$ cat config.mk
export PLATFORM = sky130hd
export DESIGN_NAME = exp_norm_dec_phase
export DESIGN_NICKNAME = d
export VERILOG_FILES = /design/src/rtl/exp_norm_dec_phase.sv
export SDC_FILE = /design/constraint.sdc
export NUM_CORES = 1
export LEC_CHECK = 0
export ABC_AREA = 1
export CAP_MARGIN = 20
export CORE_MARGIN = 2
export CORE_UTILIZATION = 55
export DETAILED_ROUTE_END_ITERATION = 10
export GPL_TIMING_DRIVEN = 0
export PLACE_DENSITY_LB_ADDON = 0.3
export SYNTH_ARGS = -nofsm -noshare
export SYNTH_HDL_FRONTEND = slang
export SYNTH_SLANG_ARGS = --single-unit
$ cat constraint.sdc
create_clock -name clk -period 5.5 [get_ports clk]
set_clock_uncertainty 0.1 [all_clocks]
set_input_delay 0.55 -clock clk [delete_from_list [all_inputs] [get_ports clk]]
set_output_delay 0.55 -clock clk [all_outputs]
set_load 0.02 [all_outputs]
$ cat src/rtl/exp_norm_dec_phase.sv
// Left-normalization stage: shifts the significand up one bit per clock while
// decrementing the exponent, stopping on hidden bit set, zero, or denormal range.
module exp_norm_dec_phase #(
   parameter int W_Exp = 8,
   parameter int W_Sig = 24
) (
   input  logic             clk,
   input  logic             rst,
   input  logic             start,
   input  logic [W_Exp-1:0] exp_in,
   input  logic [W_Sig-1:0] sgf_in,
   output logic             ready,
   output logic             busy,
   output logic             done,
   output logic [W_Exp-1:0] exp_norm,
   output logic [W_Sig-1:0] sgf_norm,
   output logic             underflow_flag,
   output logic             zero_flag
);

   localparam logic [1:0] S_IDLE = 2'd0;
   localparam logic [1:0] S_NORM = 2'd1;
   localparam logic [1:0] S_DONE = 2'd2;

   logic [1:0]       r_state;
   logic [W_Exp-1:0] r_exp;
   logic [W_Sig-1:0] r_sgf;
   logic [W_Exp-1:0] r_exp_norm;
   logic [W_Sig-1:0] r_sgf_norm;
   logic             r_uf;
   logic             r_zf;

   logic w_zero;
   logic w_msb;
   logic w_low;

   assign w_zero = (r_sgf == '0);
   assign w_msb  = r_sgf[W_Sig-1];
   // Field 0 and field 1 share a scale, so shifting stops at exponent 1.
   assign w_low  = (r_exp <= W_Exp'(1));

   always_ff @(posedge clk or posedge rst) begin
      if (rst) begin
         r_state    <= S_IDLE;
         r_exp      <= '0;
         r_sgf      <= '0;
         r_exp_norm <= '0;
         r_sgf_norm <= '0;
         r_uf       <= 1'b0;
         r_zf       <= 1'b0;
      end else begin
         case (r_state)
            S_IDLE: begin
               if (start) begin
                  r_exp   <= exp_in;
                  r_sgf   <= sgf_in;
                  r_state <= S_NORM;
               end
            end
            S_NORM: begin
               if (w_zero) begin
                  r_exp_norm <= '0;
                  r_sgf_norm <= '0;
                  r_zf       <= 1'b1;
                  r_uf       <= 1'b0;
                  r_state    <= S_DONE;
               end else if (w_msb) begin
                  r_exp_norm <= r_exp;
                  r_sgf_norm <= r_sgf;
                  r_zf       <= 1'b0;
                  r_uf       <= 1'b0;
                  r_state    <= S_DONE;
               end else if (w_low) begin
                  r_exp_norm <= '0;
                  r_sgf_norm <= r_sgf;
                  r_zf       <= 1'b0;
                  r_uf       <= 1'b1;
                  r_state    <= S_DONE;
               end else begin
                  r_sgf <= {r_sgf[W_Sig-2:0], 1'b0};
                  r_exp <= r_exp - W_Exp'(1);
               end
            end
            S_DONE: r_state <= S_IDLE;
            default: r_state <= S_IDLE;
         endcase
      end
   end

   assign ready          = (r_state == S_IDLE);
   assign busy           = (r_state == S_NORM);
   assign done           = (r_state == S_DONE);
   assign exp_norm       = r_exp_norm;
   assign sgf_norm       = r_sgf_norm;
   assign underflow_flag = r_uf;
   assign zero_flag      = r_zf;

endmodule
==> flow_summary.json, run 1 <==
{
  "rr_startpoint": "r_exp[0]$_DFFE_PP0P_",
  "ios": 72,
  "layout_min_cycle_time_ns": 2.86,
  "firstDrtPassIters": 6,
  "pwr-share-seq": 0.333,
  "cts_setup_buffers": 0,
  "hold_buffers": 0,
  "powerDensity_nw_per_um2": 630,
  "post-dp-hpwl_um": 5980,
  "finalPower_mw": 2.78,
  "ir_drop_uv": 415,
  "tightest_slew_ns": 0.657,
  "dpl_cell_area_sq_um": 4240,
  "root_buffer": "clkbuf_8",
  "placement.io_buffers": 71,
  "fin_cells": 612,
  "syn-num-nets": 487,
  "slew_headroom": 0.561,
  "crit_arrival_ns": 2.21,
  "cp-end-kind": "primary output",
  "report.final.slew_viol_count": 0,
  "r2r_end": "sgf_norm[1]$_DFFE_PP0P_",
  "p_sw_frac": 0.461,
  "yosysUniqueCellTypes": 23,
  "reg2reg_slack_ns": 3.44,
  "slowest_delay_ns": 0.69,
  "die-area_sq_um": 6850,
  "fill_cells": 459,
  "tns_ns": 0,
  "grt_pass1_wl_um": 13600,
  "grt_max_degree": 38,
  "pre_cts_slack_ns": 3.03,
  "numCtsBuffers": 9,
  "tritoncts": "yes",
  "period_share": 0.520,
  "path_class": "flop to primary output",
  "cts_sinks": 68,
  "die_y_um": 82.8,
  "worst_hold_path.num_cells": 2,
  "drt-wirelength-per-cell_um": 13.7,
  "final_core_util": 0.740,
  "hold_path_class": "flop to flop",
  "nets": 570,
  "netlist_instances": 450,
  "p_leak_nw": 2.31,
  "drive_gt1_frac": 0.0801,
  "die_x_um": 82.8,
  "gp_congestion": 0.889,
  "cp_cell_sequence": "inv_2, nand2_2, inv_2, clkbuf_1, clkdlybuf4s50_1",
  "cap_violations": 0,
  "reg2regPathDepth": 9,
  "cp-startpoint": "r_state[1]$_DFFE_PP0P_",
  "required_ns": 4.85,
  "cp_max_fo": 10,
  "synth_warnings": 0,
  "area_delta_synth_final_pct": 29.1,
  "crit_path_end": "busy",
  "num_antenna_cells": 0,
  "finalWirelength_um": 8380,
  "rows": 28,
  "setup_viol": 0,
  "setup_ws_ns": 2.64,
  "cp.depth": 5,
  "cts.clk_slew.worst_paths_ns": 0.07,
  "synth-seq-cells": 68,
  "hold_viol": 0,
  "cpMaxStageDelayCell": "clkdlybuf4s50_1",
  "synth_seq_area_share": 0.499,
  "status": "finished, final reports clean",
  "internal_power_mw": 1.50,
  "final_area_sq_um": 4410,
  "grt_pass1_vias": 3027,
  "clkPwrFrac": 0.133,
  "vias": 3279,
  "drt_iter0_drc": 302,
  "hold_slack_ns": 0.370,
  "antenna_found_initial": 0,
  "path_buf_inv": 4,
  "viasPerCell": 5.36,
  "cts_resized": 0,
  "avgSynthCellArea_sq_um": 7.59,
  "start_util": 0.573,
  "drc_errors": 0,
  "cp_common_cell": "inv_2",
  "clock_latency_ns": 0.35,
  "cts_max_level": 3,
  "cts_buffer_depth": 2,
  "gr-total-overflow": 0,
  "ant_nets": 0,
  "switchingPower_mw": 1.28,
  "start_kind": "flop",
  "rsz0062_at_grt": "no",
  "max_freq_ghz": 0.350,
  "track_usage": 0.266,
  "cp_top_family": "buffers and inverters",
  "synth_area_sq_um": 3410,
  "placed_cells": 597,
  "p_comb_frac": 0.534,
  "core_sq_um": 5960
}
layout by cell type, fill, tap and decap left out:
cell type and instances:
a21oi_1 1, buf_12 1, buf_2 8, buf_4 2, buf_6 6, clkbuf_1 10, clkbuf_8 11, clkdlybuf4s50_1 71
clkinv_2 2, dfrtp_1 68, ha_1 2, inv_1 10, inv_2 3, nand2_1 211, nand2_2 2, nand2_4 1
nand3_1 80, nand3_2 3, nand4_1 5, nand4_4 1, nor2_1 25, nor2_2 3, nor3_1 1, o21ai_0 5
o21bai_1 2, or2_1 1, xnor2_1 2
final cells by class:
class	count	area, sq um	share of cell area
clock buffer	13	159	0.0361
clock inverter	2	10.0	0.00227
tap	75	93.8	0.0213
timing repair buffer	72	731	0.166
multi-input combinational	345	1510	0.343
sequential	68	1700	0.386
inverter	13	48.8	0.0111
buffer	24	153	0.0346
layer usage:
layer	track usage	share of wire
met5	0	0
met1	0.367	0.44
met4	0.146	0.027
met2	0.402	0.46
met3	0.0422	0.071
synthesized netlist by cell type, drive strengths merged:
cell type,number,share of area
a21oi,1,0.0015
o21bai,2,0.0044
nor2,28,0.033
or2,1,0.0018
nand3,83,0.13
dfrtp,68,0.50
xnor2,2,0.0051
buf,16,0.036
o21ai,5,0.0073
clkbuf,8,0.0088
nor3,1,0.0015
ha,2,0.0073
inv,13,0.014
nand2,214,0.24
nand4,6,0.015
tightest hold or removal path, cell delays in order, from the launching register on:
cell	delay, ns
dfrtp_1	0.34
nand2_1	0.05
nand2_1	0.04
logic make-up (layout without fill, tap and decap cells):
group | after synthesis | in the layout | synth area share
AO/OA/AOI/OAI | 8 | 8 | 0.0132
adder cells (fa/ha/maj) | 2 | 2 | 0.00733
buffers and inverters | 37 | 124 | 0.0590
AND/OR/NAND/NOR | 333 | 333 | 0.417
XOR/XNOR | 2 | 2 | 0.00513
flip-flops | 68 | 68 | 0.499
power by group through the flow:
stage | logic (mW) | registers [mW] | clock network (mW)
3_3_place_gp | 1.43 | 0.914 | 0
4_1_cts | 1.48 | 0.918 | 0.370
5_1_grt | 1.66 | 0.951 | 0.390
3_5_place_dp | 1.47 | 0.924 | 0
2_1_floorplan | 0.881 | 1.01 | 0
6_report | 1.48 | 0.925 | 0.368
flip-flops by register name, summed over array words and instances (netlist names):
register        cells
r_state             2
underflow_flag      1
r_sgf              24
zero_flag           1
sgf_norm           24
r_exp               8
exp_norm            8
worst min path at each step:
stage / startpoint / end / slack, ns
floorplan: r_exp[7]$_DFFE_PP0P_ / exp_norm[7]$_DFFE_PP0P_ / 0.41
global placement: sgf_norm[23]$_DFFE_PP0P_ / sgf_norm[23]$_DFFE_PP0P_ / 0.35
finish: exp_norm[5]$_DFFE_PP0P_ / exp_norm[5]$_DFFE_PP0P_ / 0.37
CTS: exp_norm[1]$_DFFE_PP0P_ / exp_norm[1]$_DFFE_PP0P_ / 0.38
detailed placement: exp_norm[1]$_DFFE_PP0P_ / exp_norm[1]$_DFFE_PP0P_ / 0.36
global route: sgf_norm[15]$_DFFE_PP0P_ / sgf_norm[15]$_DFFE_PP0P_ / 0.39
Power figures use the tool's default switching activity.
==> run 2, diff against run 1 <==
--- a/config.mk
+++ b/config.mk
@@ -8,7 +8,7 @@
 export ABC_AREA = 1
 export CAP_MARGIN = 20
 export CORE_MARGIN = 2
-export CORE_UTILIZATION = 55
+export CORE_UTILIZATION = 51
 export DETAILED_ROUTE_END_ITERATION = 10
 export GPL_TIMING_DRIVEN = 0
 export PLACE_DENSITY_LB_ADDON = 0.3
==> constraint.sdc (replaced) <==
create_clock -name clk -period 2.9 [get_ports clk]
set_clock_uncertainty 0.1 [all_clocks]
set_input_delay 0.29 -clock clk [delete_from_list [all_inputs] [get_ports clk]]
set_output_delay 0.29 -clock clk [all_outputs]
set_load 0.02 [all_outputs]
==> flow_summary.json, run 2 (synthesis gave the netlist of run 1 again) <==
{
  "grt_max_degree": 69,
  "report.final.slew_viol_count": 0,
  "clock_latency_ns": 0.34,
  "required_ns": 2.51,
  "period_share": 0.900,
  "area_delta_synth_final_pct": 28.7,
  "tns_ns": 0,
  "cpMaxStageDelayCell": "clkdlybuf4s50_1",
  "tightest_slew_ns": 0.831,
  "use_met3": 0.0481,
  "antenna_found_initial": 0,
  "cts.clk_slew.worst_paths_ns": 0.07,
  "cts_max_level": 3,
  "placement.io_buffers": 71,
  "cp-end-kind": "primary output",
  "cts_buffer_depth": 2,
  "track_usage": 0.252,
  "num_antenna_cells": 0,
  "ir_drop_uv": 710,
  "cp_cell_sequence": "inv_2, nand2_2, inv_2, clkbuf_1, clkdlybuf4s50_1",
  "viasPerCell": 5.31,
  "layout_min_cycle_time_ns": 2.61,
  "die_y_um": 85.8,
  "powerDensity_nw_per_um2": 1200,
  "pwr-share-seq": 0.334,
  "p_comb_frac": 0.535,
  "switchingPower_mw": 2.44,
  "firstDrtPassIters": 10,
  "crit_arrival_ns": 2.22,
  "setup_ws_ns": 0.291,
  "core_sq_um": 6420,
  "max_freq_ghz": 0.383,
  "p_sw_frac": 0.465,
  "post-dp-hpwl_um": 5930,
  "fill_cells": 558,
  "rows": 29,
  "p_leak_nw": 2.30,
  "violations": "design-rule violations",
  "hold_buffers": 0,
  "cp_common_cell": "inv_2",
  "start_kind": "flop",
  "numCtsBuffers": 9,
  "rsz0062_at_grt": "no",
  "drt_iter0_drc": 298,
  "die-area_sq_um": 7360,
  "path_class": "flop to primary output",
  "drive_gt1_frac": 0.0819,
  "cp_top_family": "buffers and inverters",
  "hold_slack_ns": 0.367,
  "ios": 72,
  "setup_viol": 0,
  "hold_path_class": "input pin to asynchronous set/reset pin",
  "slowest_delay_ns": 0.70,
  "placed_cells": 598,
  "cap_violations": 0,
  "layout_common_cells": "211 x nand2_1, 80 x nand3_1, 71 x clkdlybuf4s50_1",
  "ant_nets": 0,
  "clkPwrFrac": 0.131,
  "met1_usage": 0.337,
  "pre_cts_slack_ns": 0.696,
  "gr-total-overflow": 0,
  "fin_cells": 614,
  "die_x_um": 85.8,
  "start_util": 0.531,
  "root_buffer": "clkbuf_8",
  "grt_pass1_vias": 3176,
  "gr-usage-met2": 0.408,
  "layout_commonest_cell": "nand2_1",
  "drt-wirelength-per-cell_um": 14.0,
  "gp_congestion": 0.858,
  "path_buf_inv": 4,
  "vias": 3259,
  "slew_headroom": 0.446,
  "cts_resized": 0,
  "drc_errors": 3,
  "grt_pass1_wl_um": 14700,
  "cp_max_fo": 10,
  "internal_power_mw": 2.81,
  "hold_viol": 0,
  "nets": 569,
  "cts_setup_buffers": 0,
  "busiest_layer": "met2",
  "tritoncts": "yes",
  "status": "finished with violations",
  "cts_sinks": 68,
  "finalWirelength_um": 8570
}
run 2: cell count changes in the layout (fill, tap and decap cells not counted):
cell        previous run  this run
clkinv_2               2         4
buf_12                 1         0
clkbuf_1              10         9
clkbuf_8              11        10
clkinvlp_4             0         1
inv_2                  3         2
inv_4                  0         1
run 2: layer usage:
layer	vias up	routed length, um
met5	-	0
met4	0	148
met3	16	669
met2	156	4020
met1	1487	3740
li1	1600	-
run 2: final cells by class:
cell class / count / area, sq um / area share
multi-input cells: 345 / 1510 / 0.344
inverters: 13 / 51.3 / 0.0117
flip-flops and latches: 68 / 1700 / 0.387
clock inverters: 5 / 27.5 / 0.00627
well taps: 77 / 96.3 / 0.0219
repair buffers: 71 / 711 / 0.162
plain buffers: 24 / 153 / 0.0348
clock buffers: 11 / 141 / 0.0322
run 2: power groups by stage:
stage                     Clock (mW)  Sequential [mW]  Combinational (mW)
after global placement             0             1.74                2.72
after detailed placement           0             1.76                2.79
after floorplan                    0             1.91                1.67
after CTS                      0.699             1.75                2.81
final                          0.688             1.75                2.81
after global routing           0.738             1.81                3.14
run 2: final timing paths:
check / startpoint / endpoint / slack (ns) / cells past startpoint
worst max-delay path: r_state[1]$_DFFE_PP0P_ / busy / 0.29 / 5
worst min-delay path: rst / sgf_norm[19]$_DFFE_PP0P_ / 0.37 / 2
worst max register to register: r_exp[0]$_DFFE_PP0P_ / sgf_norm[23]$_DFFE_PP0P_ / 0.86 / 9
worst min register to register: sgf_norm[11]$_DFFE_PP0P_ / sgf_norm[11]$_DFFE_PP0P_ / 0.37 / 2
max in group asynchronous: rst / r_sgf[3]$_DFFE_PP0P_ / 1.79 / 2
min in group clk: sgf_norm[11]$_DFFE_PP0P_ / sgf_norm[11]$_DFFE_PP0P_ / 0.37 / 2
run 2: worst reg2reg max path, cell delays in order (launching register included):
cell	delay, ns
dfrtp_1	0.47
inv_1	0.09
ha_1	0.27
or2_1	0.28
nand4_4	0.13
nand3_2	0.18
nand2_4	0.18
buf_6	0.16
nand2_1	0.06
nand2_1	0.06
run 2: stage by stage:
step / util / area (sq um) / power (mW)
detailed placement: 0.658 / 4220 / 4.55
finish: 0.684 / 4390 / 5.25
CTS: 0.684 / 4390 / 5.26
global placement: 0.657 / 4220 / 4.46
global route: 0.684 / 4390 / 5.68
floorplan: - / 3410 / 3.58
==> run 3, diff against run 2 <==
--- a/config.mk
+++ b/config.mk
@@ -10,8 +10,8 @@
 export CORE_MARGIN = 2
 export CORE_UTILIZATION = 51
 export DETAILED_ROUTE_END_ITERATION = 10
-export GPL_TIMING_DRIVEN = 0
 export PLACE_DENSITY_LB_ADDON = 0.3
 export SYNTH_ARGS = -nofsm -noshare
 export SYNTH_HDL_FRONTEND = slang
 export SYNTH_SLANG_ARGS = --single-unit
+export TNS_END_PERCENT = 20
==> flow_summary.json, run 3 (synthesis gave the netlist of run 1 again) <==
{
  "path_class": "flop to flop",
  "viasPerCell": 5.47,
  "grt_pass1_wl_um": 14600,
  "cts_buffer_depth": 2,
  "die_x_um": 85.8,
  "internal_power_mw": 2.82,
  "ant_nets": 0,
  "cts.clk_slew.worst_paths_ns": 0.07,
  "cp_max_fo": 31,
  "drt_iter0_drc": 312,
  "nets": 553,
  "grt_pass1_vias": 3105,
  "cp_cell_sequence": "inv_1, ha_1, or2_1, nand4_4, nand3_2, nand2_2, nand2_1, nand2_1",
  "crit_arrival_ns": 2.52,
  "p_leak_nw": 2.27,
  "placement.io_buffers": 71,
  "track_usage": 0.253,
  "area_delta_synth_final_pct": 27.2,
  "drc_errors": 4,
  "tns_ns": 0,
  "path_buf_inv": 1,
  "gr-total-overflow": 0,
  "root_buffer": "clkbuf_8",
  "report.final.slew_viol_count": 0,
  "powerDensity_nw_per_um2": 1210,
  "cts_setup_buffers": 0,
  "top_layer_used": "met4",
  "die-area_sq_um": 7360,
  "wl_met3_um": 705,
  "slew_headroom": 0.583,
  "status": "finished with violations",
  "slowest_delay_ns": 0.44,
  "grt_max_degree": 69,
  "cts_sinks": 68,
  "switchingPower_mw": 2.41,
  "rr_startpoint": "r_exp[0]$_DFFE_PP0P_",
  "cts_resized": 0,
  "p_comb_frac": 0.511,
  "firstDrtPassIters": 8,
  "cp_top_family": "simple AND/OR/NAND/NOR gates",
  "setup_viol": 0,
  "cp-startpoint": "r_exp[0]$_DFFE_PP0P_",
  "ios": 72,
  "post-dp-hpwl_um": 5500,
  "cts_max_level": 3,
  "cp_common_cell": "nand2_1",
  "vias": 3274,
  "rsz0062_at_grt": "no",
  "setup_ws_ns": 0.513,
  "fin_cells": 598,
  "die_y_um": 85.8,
  "hold_path_class": "input pin to asynchronous set/reset pin",
  "layout_commonest_cell": "nand2_1",
  "antenna_found_initial": 0,
  "required_ns": 3.03,
  "hold_viol": 0,
  "hold_buffers": 0,
  "clkPwrFrac": 0.153,
  "core_sq_um": 6420,
  "violations": "design-rule violations",
  "tightest_slew_ns": 0.623,
  "start_util": 0.531,
  "start_kind": "flop",
  "layout_common_cells": "211 x nand2_1, 80 x nand3_1, 71 x clkdlybuf4s50_1",
  "period_share": 0.823,
  "pwr-share-seq": 0.336,
  "ir_drop_uv": 795,
  "layout_min_cycle_time_ns": 2.39,
  "max_freq_ghz": 0.419,
  "finalWirelength_um": 8540,
  "pre_cts_slack_ns": 0.602,
  "gp_congestion": 0.851,
  "p_sw_frac": 0.461,
  "tritoncts": "yes",
  "placed_cells": 582,
  "dr_wl_met2_um": 3920,
  "cap_violations": 0,
  "met1_length_um": 3770,
  "cpMaxStageDelayCell": "dfrtp_1",
  "rows": 29,
  "num_antenna_cells": 0,
  "numCtsBuffers": 9,
  "cp-end-kind": "flop",
  "clock_latency_ns": 0.35,
  "drive_gt1_frac": 0.0691,
  "drt-wirelength-per-cell_um": 14.3
}
-- run 3: cell type report --
class | instances | area, sq um
clock buffers | 12 | 155
clock inverters | 4 | 47.5
fillers | 546 | 2080
inverters | 13 | 48.8
multi-input cells | 345 | 1510
flip-flops and latches | 68 | 1700
well taps | 77 | 96.3
repair buffers | 79 | 783
-- run 3: final timing paths --
kind | slack (ns) | end | cells after the start
max in group asynchronous | 2.17 | r_sgf[12]$_DFFE_PP0P_ | 3
worst min register to register | 0.37 | sgf_norm[19]$_DFFE_PP0P_ | 2
worst max-delay path | 0.51 | r_sgf[2]$_DFFE_PP0P_ | 8
min in group clk | 0.37 | sgf_norm[19]$_DFFE_PP0P_ | 2
worst min-delay path | 0.23 | sgf_norm[20]$_DFFE_PP0P_ | 3
worst max register to register | 0.51 | r_sgf[2]$_DFFE_PP0P_ | 8
-- run 3: power groups by stage --
| stage | Clock [mW] | Combinational, mW | Sequential, mW |
|---|---|---|---|
| after floorplan | 0 | 1.67 | 1.91 |
| after global placement | 0 | 2.58 | 1.74 |
| after detailed placement | 0 | 2.66 | 1.76 |
| after CTS | 0.810 | 2.69 | 1.75 |
| after global routing | 0.861 | 2.97 | 1.82 |
| final | 0.802 | 2.68 | 1.76 |
-- run 3: worst register-to-register path: cells and delay by family (launching register included) --
| family | cells | cell delay [ns] |
|---|---|---|
| adders and majority gates | 1 | 0.24 |
| buffers and inverters | 1 | 0.11 |
| DFF | 1 | 0.44 |
| and+or+nand+nor | 6 | 1.36 |
-- run 3: routing by layer --
metal,GRT usage,up-vias
li1,-,1563
met1,0.363,1520
met2,0.387,176
met3,0.0452,15
met4,0.0938,0
met5,0,-
-- run 3: through the flow --
step	util	cell area (sq um)	power (mW)	hold WS, ns
2_1_floorplan	-	3410	3.58	0.342
3_3_place_gp	0.645	4140	4.32	0.353
3_5_place_dp	0.645	4140	4.42	0.358
4_1_cts	0.676	4340	5.25	0.259
5_1_grt	0.676	4340	5.65	0.272
6_report	0.676	4340	5.24	0.233
